**src/rtl/addsub_seq_pkg.sv**
```systemverilog
// Shared constants and types for the serial multi-precision add/sub sequencer.
package addsub_seq_pkg;

    localparam int NIBBLE_W = 4;

    localparam logic OP_ADD = 1'b0;
    localparam logic OP_SUB = 1'b1;

    typedef enum logic [1:0] {
        IDLE = 2'd0,
        RUN  = 2'd1,
        DONE = 2'd2
    } state_t;

endpackage

```
**src/rtl/addsub_seq_nibble_addsub.sv**
```systemverilog
// Combinational 4-bit add/sub slice; inverts B for subtract, carry-in supplied externally.
module nibble_addsub
    import addsub_seq_pkg::*;
(
    input  logic [NIBBLE_W-1:0] a,
    input  logic [NIBBLE_W-1:0] b,
    input  logic                cin,
    input  logic                sub,
    output logic [NIBBLE_W-1:0] s,
    output logic                cout,
    output logic                c3
);

    logic [NIBBLE_W-1:0] bb;
    logic [NIBBLE_W:0]   full;
    logic [NIBBLE_W-1:0] low;

    always_comb begin
        bb   = (sub == OP_SUB) ? ~b : b;
        // Sum of the low three bits exposes the carry into the MSB for overflow detection.
        low  = {1'b0, a[NIBBLE_W-2:0]} + {1'b0, bb[NIBBLE_W-2:0]} + {{(NIBBLE_W-1){1'b0}}, cin};
        full = {1'b0, a} + {1'b0, bb} + {{NIBBLE_W{1'b0}}, cin};
        s    = full[NIBBLE_W-1:0];
        cout = full[NIBBLE_W];
        c3   = low[NIBBLE_W-1];
    end

endmodule

```
**src/rtl/addsub_seq.sv**
```systemverilog
// Serial multi-precision add/subtract sequencer, one nibble per clock.
// Optional rsp_zero output enabled by defining ADDSUB_SEQ_ZERO_FLAG_EN.
module addsub_seq
    import addsub_seq_pkg::*;
#(
    parameter int NIBBLES = 4
) (
    input  logic                    clk,
    input  logic                    rst_n,
    input  logic                    req_valid,
    output logic                    req_ready,
    input  logic [NIBBLE_W*NIBBLES-1:0] req_a,
    input  logic [NIBBLE_W*NIBBLES-1:0] req_b,
    input  logic                    req_sub,
    input  logic                    req_cin,
    output logic                    rsp_valid,
    input  logic                    rsp_ready,
    output logic [NIBBLE_W*NIBBLES-1:0] rsp_sum,
    output logic                    rsp_cout,
    output logic                    rsp_ovf
`ifdef ADDSUB_SEQ_ZERO_FLAG_EN
    ,output logic                   rsp_zero
`endif
);

    localparam int W     = NIBBLE_W * NIBBLES;
    localparam int IDX_W = (NIBBLES > 1) ? $clog2(NIBBLES) : 1;

    state_t              state, state_nx;
    logic [W-1:0]        a_r, b_r;
    logic [W-NIBBLE_W-1:0] acc;
    logic                sub_r, carry;
    logic [IDX_W-1:0]    idx;
    logic [NIBBLE_W-1:0] s;
    logic                cout, c3;
    logic                accept, last;
    logic [W-1:0]        result;

    nibble_addsub u_slice (
        .a    (a_r[NIBBLE_W-1:0]),
        .b    (b_r[NIBBLE_W-1:0]),
        .cin  (carry),
        .sub  (sub_r),
        .s    (s),
        .cout (cout),
        .c3   (c3)
    );

    assign accept = (state == IDLE) && req_valid && req_ready;
    assign last   = (state == RUN) && (idx == IDX_W'(NIBBLES - 1));
    // Result assembled by shifting nibbles in from the top; after the last one it is in order.
    assign result = {s, acc};

    always_comb begin
        state_nx = state;
        case (state)
            IDLE:    if (accept)    state_nx = RUN;
            RUN:     if (last)      state_nx = DONE;
            DONE:    if (rsp_ready) state_nx = IDLE;
            default:                state_nx = IDLE;
        endcase
    end

    always_ff @(posedge clk or negedge rst_n) begin
        if (!rst_n) state <= IDLE;
        else        state <= state_nx;
    end

    always_ff @(posedge clk or negedge rst_n) begin
        if (!rst_n) begin
            req_ready <= 1'b0;
            rsp_valid <= 1'b0;
            a_r       <= '0;
            b_r       <= '0;
            acc       <= '0;
            sub_r     <= 1'b0;
            carry     <= 1'b0;
            idx       <= '0;
            rsp_sum   <= '0;
            rsp_cout  <= 1'b0;
            rsp_ovf   <= 1'b0;
`ifdef ADDSUB_SEQ_ZERO_FLAG_EN
            rsp_zero  <= 1'b0;
`endif
        end else begin
            req_ready <= (state_nx == IDLE);
            rsp_valid <= (state_nx == DONE);
            if (accept) begin
                a_r   <= req_a;
                b_r   <= req_b;
                sub_r <= req_sub;
                carry <= (req_sub == OP_SUB) ? ~req_cin : req_cin;
                idx   <= '0;
            end
            // Operands shift down so the slice always sees the current nibble at bit 0.
            if (state == RUN) begin
                a_r   <= a_r >> NIBBLE_W;
                b_r   <= b_r >> NIBBLE_W;
                acc   <= result[W-1:NIBBLE_W];
                carry <= cout;
                idx   <= idx + IDX_W'(1);
                if (last) begin
                    idx      <= '0;
                    rsp_sum  <= result;
                    rsp_cout <= cout;
                    rsp_ovf  <= c3 ^ cout;
`ifdef ADDSUB_SEQ_ZERO_FLAG_EN
                    rsp_zero <= (result == '0);
`endif
                end
            end
        end
    end

endmodule
```
**config.mk**
```make
export PLATFORM = sky130hd
export DESIGN_NAME = addsub_seq
export DESIGN_NICKNAME = d
export VERILOG_FILES = /design/src/rtl/addsub_seq_pkg.sv /design/src/rtl/addsub_seq_nibble_addsub.sv /design/src/rtl/addsub_seq.sv
export SDC_FILE = /design/constraint.sdc
export NUM_CORES = 1
export LEC_CHECK = 0
export ABC_AREA = 1
export CAP_MARGIN = 15
export CELL_PAD_IN_SITES_DETAIL_PLACEMENT = 0
export CELL_PAD_IN_SITES_GLOBAL_PLACEMENT = 2
export CORE_MARGIN = 1
export CORE_UTILIZATION = 31
export CTS_CLUSTER_DIAMETER = 150
export DETAILED_ROUTE_END_ITERATION = 16
export GPL_TIMING_DRIVEN = 0
export PLACE_DENSITY = 0.91
export SKIP_LAST_GASP = 1
export SLEW_MARGIN = 20
export SYNTH_ARGS = -nofsm -noshare
export SYNTH_HDL_FRONTEND = slang
export SYNTH_HIERARCHICAL = 1
export SYNTH_SLANG_ARGS = --single-unit
```
**constraint.sdc**
```tcl
create_clock -name clk -period 2.42 [get_ports clk]
set_input_delay 0.484 -clock clk [delete_from_list [all_inputs] [get_ports clk]]
set_output_delay 0.484 -clock clk [all_outputs]
set_load 0.1 [all_outputs]
```
Yosys cells after proc, flatten, opt, wreduce, memory -nomap -nowiden
Index checks and enable logic that the tools add are counted.
{"block": "op_classes", "mux": 15, "n_reduce_logical": 7, "n_eq_ne": 4, "add_sub_neg": 5, "bitwise_logic": 3}
{"op": "16-bit two-way mux", "count": 4}
{"op": "2-bit two-way mux", "count": 6}
{"op": "2-bit == test (second input constant)", "count": 3}
{"op": "2-bit one-hot mux with 3 select lines", "count": 1}
{"op": "4-bit by 4-bit adder with 5-bit output", "count": 1}
{"op": "5-bit by 1-bit adder with 5-bit output", "count": 1}
{"op": "3-bit by 3-bit adder with 4-bit output", "count": 1}
{"op": "4-bit by 1-bit adder with 4-bit output", "count": 1}
{"op": "2-bit zero test", "count": 2}
{"op": "4-bit two-way mux", "count": 1}
{"op": "4-bit inverter", "count": 1}
{"op": "1-bit logical AND", "count": 3}
{"op": "1-bit two-way mux", "count": 3}
{"op": "2-bit by 1-bit adder with 2-bit output (second input constant)", "count": 1}
{"op": "2-bit by 1-bit == test with 1-bit output (second input constant)", "count": 1}
{"op": "2-bit AND reduction", "count": 1}
{"op": "2-bit nonzero test", "count": 1}
{"op": "1-bit inverter", "count": 1}
{"op": "1-bit bitwise XOR", "count": 1}
{"block": "totals", "wordCells": 46, "out_inout_bits": 20, "in_bits": 38, "reg_bits": 70}

Longest topological paths before layout
Gate-level depths: netlist of run 1.
{"block": "depth", "depth_word": 6, "depth_mapped": 9, "ltp_nobuf": 9}

Hierarchy
The synthesis of run 1 kept the hierarchy.
{"module": "addsub_seq", "area_per_inst_um2": 3123.0, "n_inst": 1, "seq_area_each_um2": 1751.7, "cells_per_inst": 373}
{"module": "nibble_addsub", "area_per_inst_um2": 185.2, "n_inst": 1, "seq_area_each_um2": 0.0, "cells_per_inst": 25}

Worst setup path after synthesis of run 1
Ideal clock, no wire load.
{"block": "synth_timing", "path_kind": "reg2reg", "startpoint": "register sub_r", "endpoint": "register rsp_ovf", "path_buffers": 0, "arrival_time_ps": 1762, "setup_ps": 125, "path_slack_ps": 533, "path_stages_with_launch": 8, "cell_sequence": "dfrtp_1 > xor2_1 > fa_1 > inv_1 > fa_1 > o21ai_0 > xnor2_1 > o21ai_1"}
{"block": "synth_between", "elab_chain_cells": 4}
{"element": "start, declared", "line_no": "addsub_seq.sv:32", "source": "logic sub_r, carry;"}
{"element": "start signal, assigned", "line_no": "addsub_seq.sv:91", "source": "sub_r <= req_sub;"}
{"element": "4-bit two-way mux", "line_no": "addsub_seq_nibble_addsub.sv:19", "source": "bb = (sub == OP_SUB) ? ~b : b;"}
{"element": "4-bit by 4-bit adder with 5-bit output", "line_no": "addsub_seq_nibble_addsub.sv:22", "source": "full = {1'b0, a} + {1'b0, bb} + {{NIBBLE_W{1'b0}}, cin};"}
{"element": "5-bit by 1-bit adder with 5-bit output", "line_no": "addsub_seq_nibble_addsub.sv:22"}
{"element": "net cout", "line_no": "addsub_seq.sv:35", "source": "logic cout, c3;"}
{"element": "1-bit bitwise XOR", "line_no": "addsub_seq.sv:106", "source": "rsp_ovf <= c3 ^ cout;"}
{"element": "end signal, assigned", "line_no": "addsub_seq.sv:106"}
{"element": "end, declared", "line_no": "addsub_seq.sv:20", "source": "output logic rsp_ovf"}
The timed path passes the listed nets, and every way through them passes these cells.
A chain may end at the register's enable or synchronous reset.

Final worst setup path of run 1
{"block": "layout_timing", "startpoint": "register rsp_cout", "endpoint": "output port rsp_cout"}
{"element": "start, declared", "line_no": "addsub_seq.sv:19", "source": "output logic rsp_cout,"}
{"element": "start signal, assigned", "line_no": "addsub_seq.sv:105", "source": "rsp_cout <= cout;"}
No word-level cell between the ends.

==> results of run 1 <==
-- layout make-up --
class,count,area (sq um),share of cell area
Multi-Input combinational cell,283,1320,0.308
Buffer,20,148,0.0346
Inverter,25,93.8,0.0220
Clock buffer,9,124,0.0290
Sequential cell,70,1750,0.410
Timing Repair Buffer,58,596,0.139
Clock inverter,7,72.6,0.0170
Tap cell,136,170,0.0398
-- cell families (layout without fill, tap and decap cells) --
family | Yosys count | after routing | synth area share
AND/OR/NAND/NOR | 242 | 242 | 0.297
flip-flops | 70 | 70 | 0.530
buffers and inverters | 45 | 119 | 0.0730
AO/OA/AOI/OAI | 29 | 29 | 0.0575
adder cells (fa/ha/maj) | 6 | 6 | 0.0272
XOR/XNOR | 6 | 6 | 0.0159
-- final timing paths --
check	to	slack, ns	cells past startpoint	startpoint
max in group asynchronous	b_r[6]	1.83	2	rst_n
max reg2reg	rsp_ovf	0.17	7	sub_r
min reg2reg	rsp_sum[2]	0.48	2	rsp_sum[2]
max	rsp_cout	0.06	1	rsp_cout
min in group clk	rsp_sum[2]	0.48	2	rsp_sum[2]
min	a_r[1]	0.04	1	rst_n
-- flip-flops by register name, indices dropped and copies added (netlist names) --
name and count:
acc 12, state 2, req_ready 1, rsp_ovf 1, rsp_sum 16, rsp_cout 1, idx 2, a_r 16
rsp_valid 1, b_r 16, sub_r 1, carry 1
-- metrics by stage --
stage | instance area, sq um | instances | hold WS, ns
3_3_place_gp | 4050 | 591 | 0.457
5_1_grt | 4270 | 608 | 0.0554
4_1_cts | 4270 | 608 | 0.0443
3_5_place_dp | 4070 | 592 | 0.425
6_report | 4270 | 608 | 0.0412
2_1_floorplan | 3310 | 398 | 0.188
-- synthesized netlist by cell type --
master    instances
xor2_1            3
nand2_2           1
nor3_1            1
o21ai_0          14
inv_1            23
nand3_1          38
clkbuf_1          1
buf_6             4
nand4_1           1
fa_1              2
clkbuf_8          1
nand2_1         194
buf_4             6
buf_2             8
nand2_4           1
nor2_4            1
o21ai_1           2
inv_2             2
a21oi_1           1
dfrtp_1          70
nor2_1            3
o21ai_2          12
or2_2             2
xnor2_1           3
ha_1              4
-- routing by layer --
metal,global-route usage,up-vias
met1,0.187,1246
met4,0.0483,0
met3,0.0353,7
met5,0,-
li1,-,1377
met2,0.266,69
==> metrics.md, run 1 <==
| Metric | Value |
|---|---|
| Status | completed |
| Setup Fix Bufs, Post-CTS | 0 |
| Drc violations | 0 |
| # Max-Cap Violations | 0 |
| Top cells by area, synth | dfrtp_1, nand2_1, nand3_1, o21ai_2, inv_1 |
| Layout cells sized above 1 | 0.119 |
| Clock root cell | clkbuf_8 |
| Crit path DAT | 1.87 ns |
| Max Used Layer | met4 |
| Mapped Area | 3310 sq um |
| #FFs+latches synth | 70 |
| Fmax | 0.424 GHz |
| H-Tree Level Count | 3 |
| Tmin final | 2.36 ns |
| DR pass1 iterations | 5 |
| CTS Hold Bufs | 0 |
| Die ar. | 11,100 sq um |
| Final core utilization | 0.414 |
| Grt ovf | 0 |
| Met3 Routed Length | 386 um |
| Setup Skew | 0.0128 ns |
| Setup TNS | 0 ns |
| Initial Util | 0.320 |
| Core Box Area | 10,300 sq um |
| N_diodes | 0 |
| CTS buffer count | 9 |
| Die Y-Extent | 105 um |
| Final setup fails | 0 |
| Top cell type's share of synthesized area | 0.530 |
| Filler instances | 1,063 |
| CP Capture Type | primary output |
| I/O Buffers | 57 |
| Crit-path max FO | 2 |
| Yosys warns | 6 |
| Post_cts resized | 0 |
| Most frequent cells in the layout | nand2_1, dfrtp_1, clkdlybuf4s50_1 |
| Crit Path Class | reg -> out |
| Unique cell type count in the Yosys netlist | 25 |
| Slew Viols, Final | 0 |
| GP Congestion | 0.717 |
| Sequential area share after synthesis | 0.530 |
| Final WL | 7770 um |
| Clk_lat worst skew | 0.35 ns |
| DR WL/cell | 12.8 um |
| Number of DRC markers in iteration 0 | 90 |
| Startpoint types | register |
| RSZ-0062 raised after global routing | no |
| Post-Syn Nets | 442 |
| Worst-margin pin slew | 0.980 ns |
| Mean Syn Cell Area | 8.31 sq um |
| Final WS setup | 0.0642 ns |
| CP delay by family, top | buffers and inverters |
| CP cell instances | clkdlybuf4s50_1 |
| I/O pin cnt | 58 |
| First-pass GRT wire length | 13,100 um |
| Die X | 105 um |
| DR vias/cell | 4.44 |
| M1 WL | 3460 um |
| Antenna violations before repair | 0 |
| HP Class | in -> async |
| Pin count of the biggest net entering global routing | 48 |
| All-Layer GR Usage | 0.153 |
| Post-DP HPWL | 5440 um |
| Commonest non-fill, non-tap cell in the layout | nand2_1 |
| CP peak stage delay | 1.14 ns |
| Area Overhead vs Synth | 29.1% |
| Tcrit/Tclk final | 0.973 |
| Req. time, crit path | 1.94 ns |
| Rows | 37 |
| Total clock sinks | 70 |
| TritonCTS clock tree | built |
| Clock Tree Buf Depth | 2 |
| DRT antenna net count | 0 |
| CP max stage cell | clkdlybuf4s50_1 |
| Largest area contributor in the netlist | dfrtp_1 |
| Met2 WL | 3840 um |
| Worst Setup Slack post-DPL | 0.152 ns |
| Vias | 2,699 |
| Post-Synthesis Cells | 398 |
| Endpoints failing hold | 0 |
| Vias in the first global route | 2,682 |
| Buf+Inv Stages, Crit Path | 1 |
| Reg clk slew, reported paths | 0.08 ns |
| Layout net count | 511 |
| Slew headroom | 0.344 |
Power of run 1 is not shown: default switching activity piles up to over one toggle a cycle in this logic, so the estimate is an artifact.
==> run 2, diff against run 1 <==
CORE_MARGIN = default   (was 1)
SKIP_LAST_GASP = default   (was 1)
clock period = 2.7 ns   (was 2.42 ns; I/O delays follow)
==> results of run 2 <==
Same layout as run 1 (identical final DEF). Status: completed.
Among the figures that moved: setup slack after placement 0.152 ns -> 0.432 ns; setup slack after layout 0.0642 ns -> 0.288 ns; hold slack 0.0412 ns -> 0.0972 ns; register-to-register setup slack 0.17 ns -> 0.45 ns
Power of run 2 is left out for the same reason.
==> run 3, diff against run 2 <==
CORE_MARGIN = 2   (was default)
==> run 3 against run 2 <==
Net effect:
- setup slack worse by 0.0040 ns
- design area up 0.56%
- sequential cell count unchanged
- sequential share of layout area down 0.23 points
- critical path depth unchanged
- maximum frequency down 0.17%
- critical path type unchanged
- highest routed layer unchanged
==> metrics.md, run 3 (synthesized netlist as in run 1, its figures left out) <==
| Metric | Value |
|---|---|
| Final core utilization | 0.416 |
| Design Power | 6250 uW |
| CTS buffer count | 9 |
| Crit Path Class | reg -> out |
| Vias | 2,680 |
| CP Capture Type | primary output |
| Clock root cell | clkbuf_8 |
| HP Class | in -> async |
| Slew Viols, Final | 0 |
| Setup Fix Bufs, Post-CTS | 0 |
| Layout cells sized above 1 | 0.119 |
| CP cell instances | clkdlybuf4s50_1 |
| RSZ-0062 raised after global routing | no |
| Most frequent cells in the layout | nand2_1, dfrtp_1, clkdlybuf4s50_1 |
| Final WL | 7730 um |
| DRT antenna net count | 0 |
| Pin count of the biggest net entering global routing | 45 |
| CP max stage cell | clkdlybuf4s50_1 |
| Fmax | 0.414 GHz |
| Max IR drop VDD | 0.644 mV |
| Total clock sinks | 70 |
| Tmin final | 2.42 ns |
| FF/Latch Area | 1750 sq um |
| Final WS setup | 0.284 ns |
| Clock Tree Buf Depth | 2 |
| TritonCTS clock tree | built |
| Placed Instances | 592 |
| CTS Hold Bufs | 0 |
| Die ar. | 11,500 sq um |
| Commonest non-fill, non-tap cell in the layout | nand2_1 |
| Buf+Inv Stages, Crit Path | 1 |
| Tcrit/Tclk final | 0.895 |
| Filler instances | 1,052 |
| N_diodes | 0 |
| Layout net count | 511 |
| I/O Buffers | 57 |
| All-Layer GR Usage | 0.147 |
| Core Box Area | 10,300 sq um |
| Setup Skew | 0.00836 ns |
| Setup TNS | 0 ns |
| Req. time, crit path | 2.16 ns |
| Leakage | 0.00223 uW |
| Status | completed |
| Initial Util | 0.320 |
| Grt ovf | 0 |
| DR pass1 iterations | 4 |
| Worst-margin pin slew | 0.983 ns |
| I/O pin cnt | 58 |
| Clk_lat worst skew | 0.35 ns |
| Worst Setup Slack post-DPL | 0.519 ns |
| Drc violations | 0 |
| DR WL/cell | 12.7 um |
| Die Y-Extent | 107 um |
| Finished Layout Cells | 608 |
| CP peak stage delay | 1.14 ns |
| Antenna violations before repair | 0 |
| # Max-Cap Violations | 0 |
| Rows | 37 |
| Crit path DAT | 1.88 ns |
| Startpoint types | register |
| Area Overhead vs Synth | 29.8% |
| H-Tree Level Count | 3 |
| Top flop regs | a_r: 16 flops, b_r: 16 flops, rsp_sum: 16 flops |
| Post_cts resized | 0 |
| Final setup fails | 0 |
| Number of DRC markers in iteration 0 | 95 |
| CP delay by family, top | buffers and inverters |
| Area of the multi-input gates | 1320 sq um |
| GP Congestion | 0.763 |
| First-pass GRT wire length | 13,100 um |
| Reg clk slew, reported paths | 0.08 ns |
| Die X | 107 um |
| DR vias/cell | 4.41 |
| Vias in the first global route | 2,764 |
| Endpoints failing hold | 0 |
| Post-DP HPWL | 5480 um |
| Slew headroom | 0.343 |
| PD cells | 1460 nW/um^2 |
| Crit-path max FO | 2 |
-- run 3: cell types whose count changed in the layout (fill, tap and decap cells not counted), sizes merged --
cell | previous run | this run
bufinv | 1 | 2
clkinv | 3 | 4
clkinvlp | 2 | 0
-- run 3: cell type report --
type,count,area share
flip-flops and latches,70,0.408
multi-input cells,283,0.306
repair buffers,58,0.139
well taps,136,0.0396
plain buffers,20,0.0344
clock buffers,9,0.0288
clock inverters,7,0.0224
inverters,25,0.0219
-- run 3: through the flow --
stage	hold slack [ns]	instance area (sq um)
5_1_grt	0.139	4290
6_report	0.116	4290
3_3_place_gp	0.458	4050
3_5_place_dp	0.453	4070
4_1_cts	0.117	4290
2_1_floorplan	0.244	3310
-- run 3: layer usage --
layer / vias up / GRT usage / wire, um
met4: 0 / 0.0584 / 145
met5: - / 0 / 0
met3: 11 / 0.0406 / 472
met1: 1221 / 0.186 / 3480
li1: 1378 / - / -
met2: 70 / 0.239 / 3630
-- run 3: final timing paths --
check / depth (start not counted) / endpoint / slack, ns / start
max in group asynchronous: 2 / carry / 2.05 / rst_n
setup reg to reg: 7 / rsp_ovf / 0.49 / sub_r
setup / recovery: 1 / rsp_ovf / 0.28 / rsp_ovf
hold / removal: 1 / a_r[11] / 0.12 / rst_n
min in group clk: 2 / rsp_sum[2] / 0.47 / acc[2]
hold reg to reg: 2 / rsp_sum[2] / 0.47 / acc[2]
-- run 3: where the power goes --
group | internal (uW) | switching, uW | leakage (uW)
clock | 523 | 426 | 0.000114
combinational | 1080 | 2420 | 0.00123
sequential | 1530 | 269 | 0.000893
No activity file was read; power rests on OpenSTA's default activity.
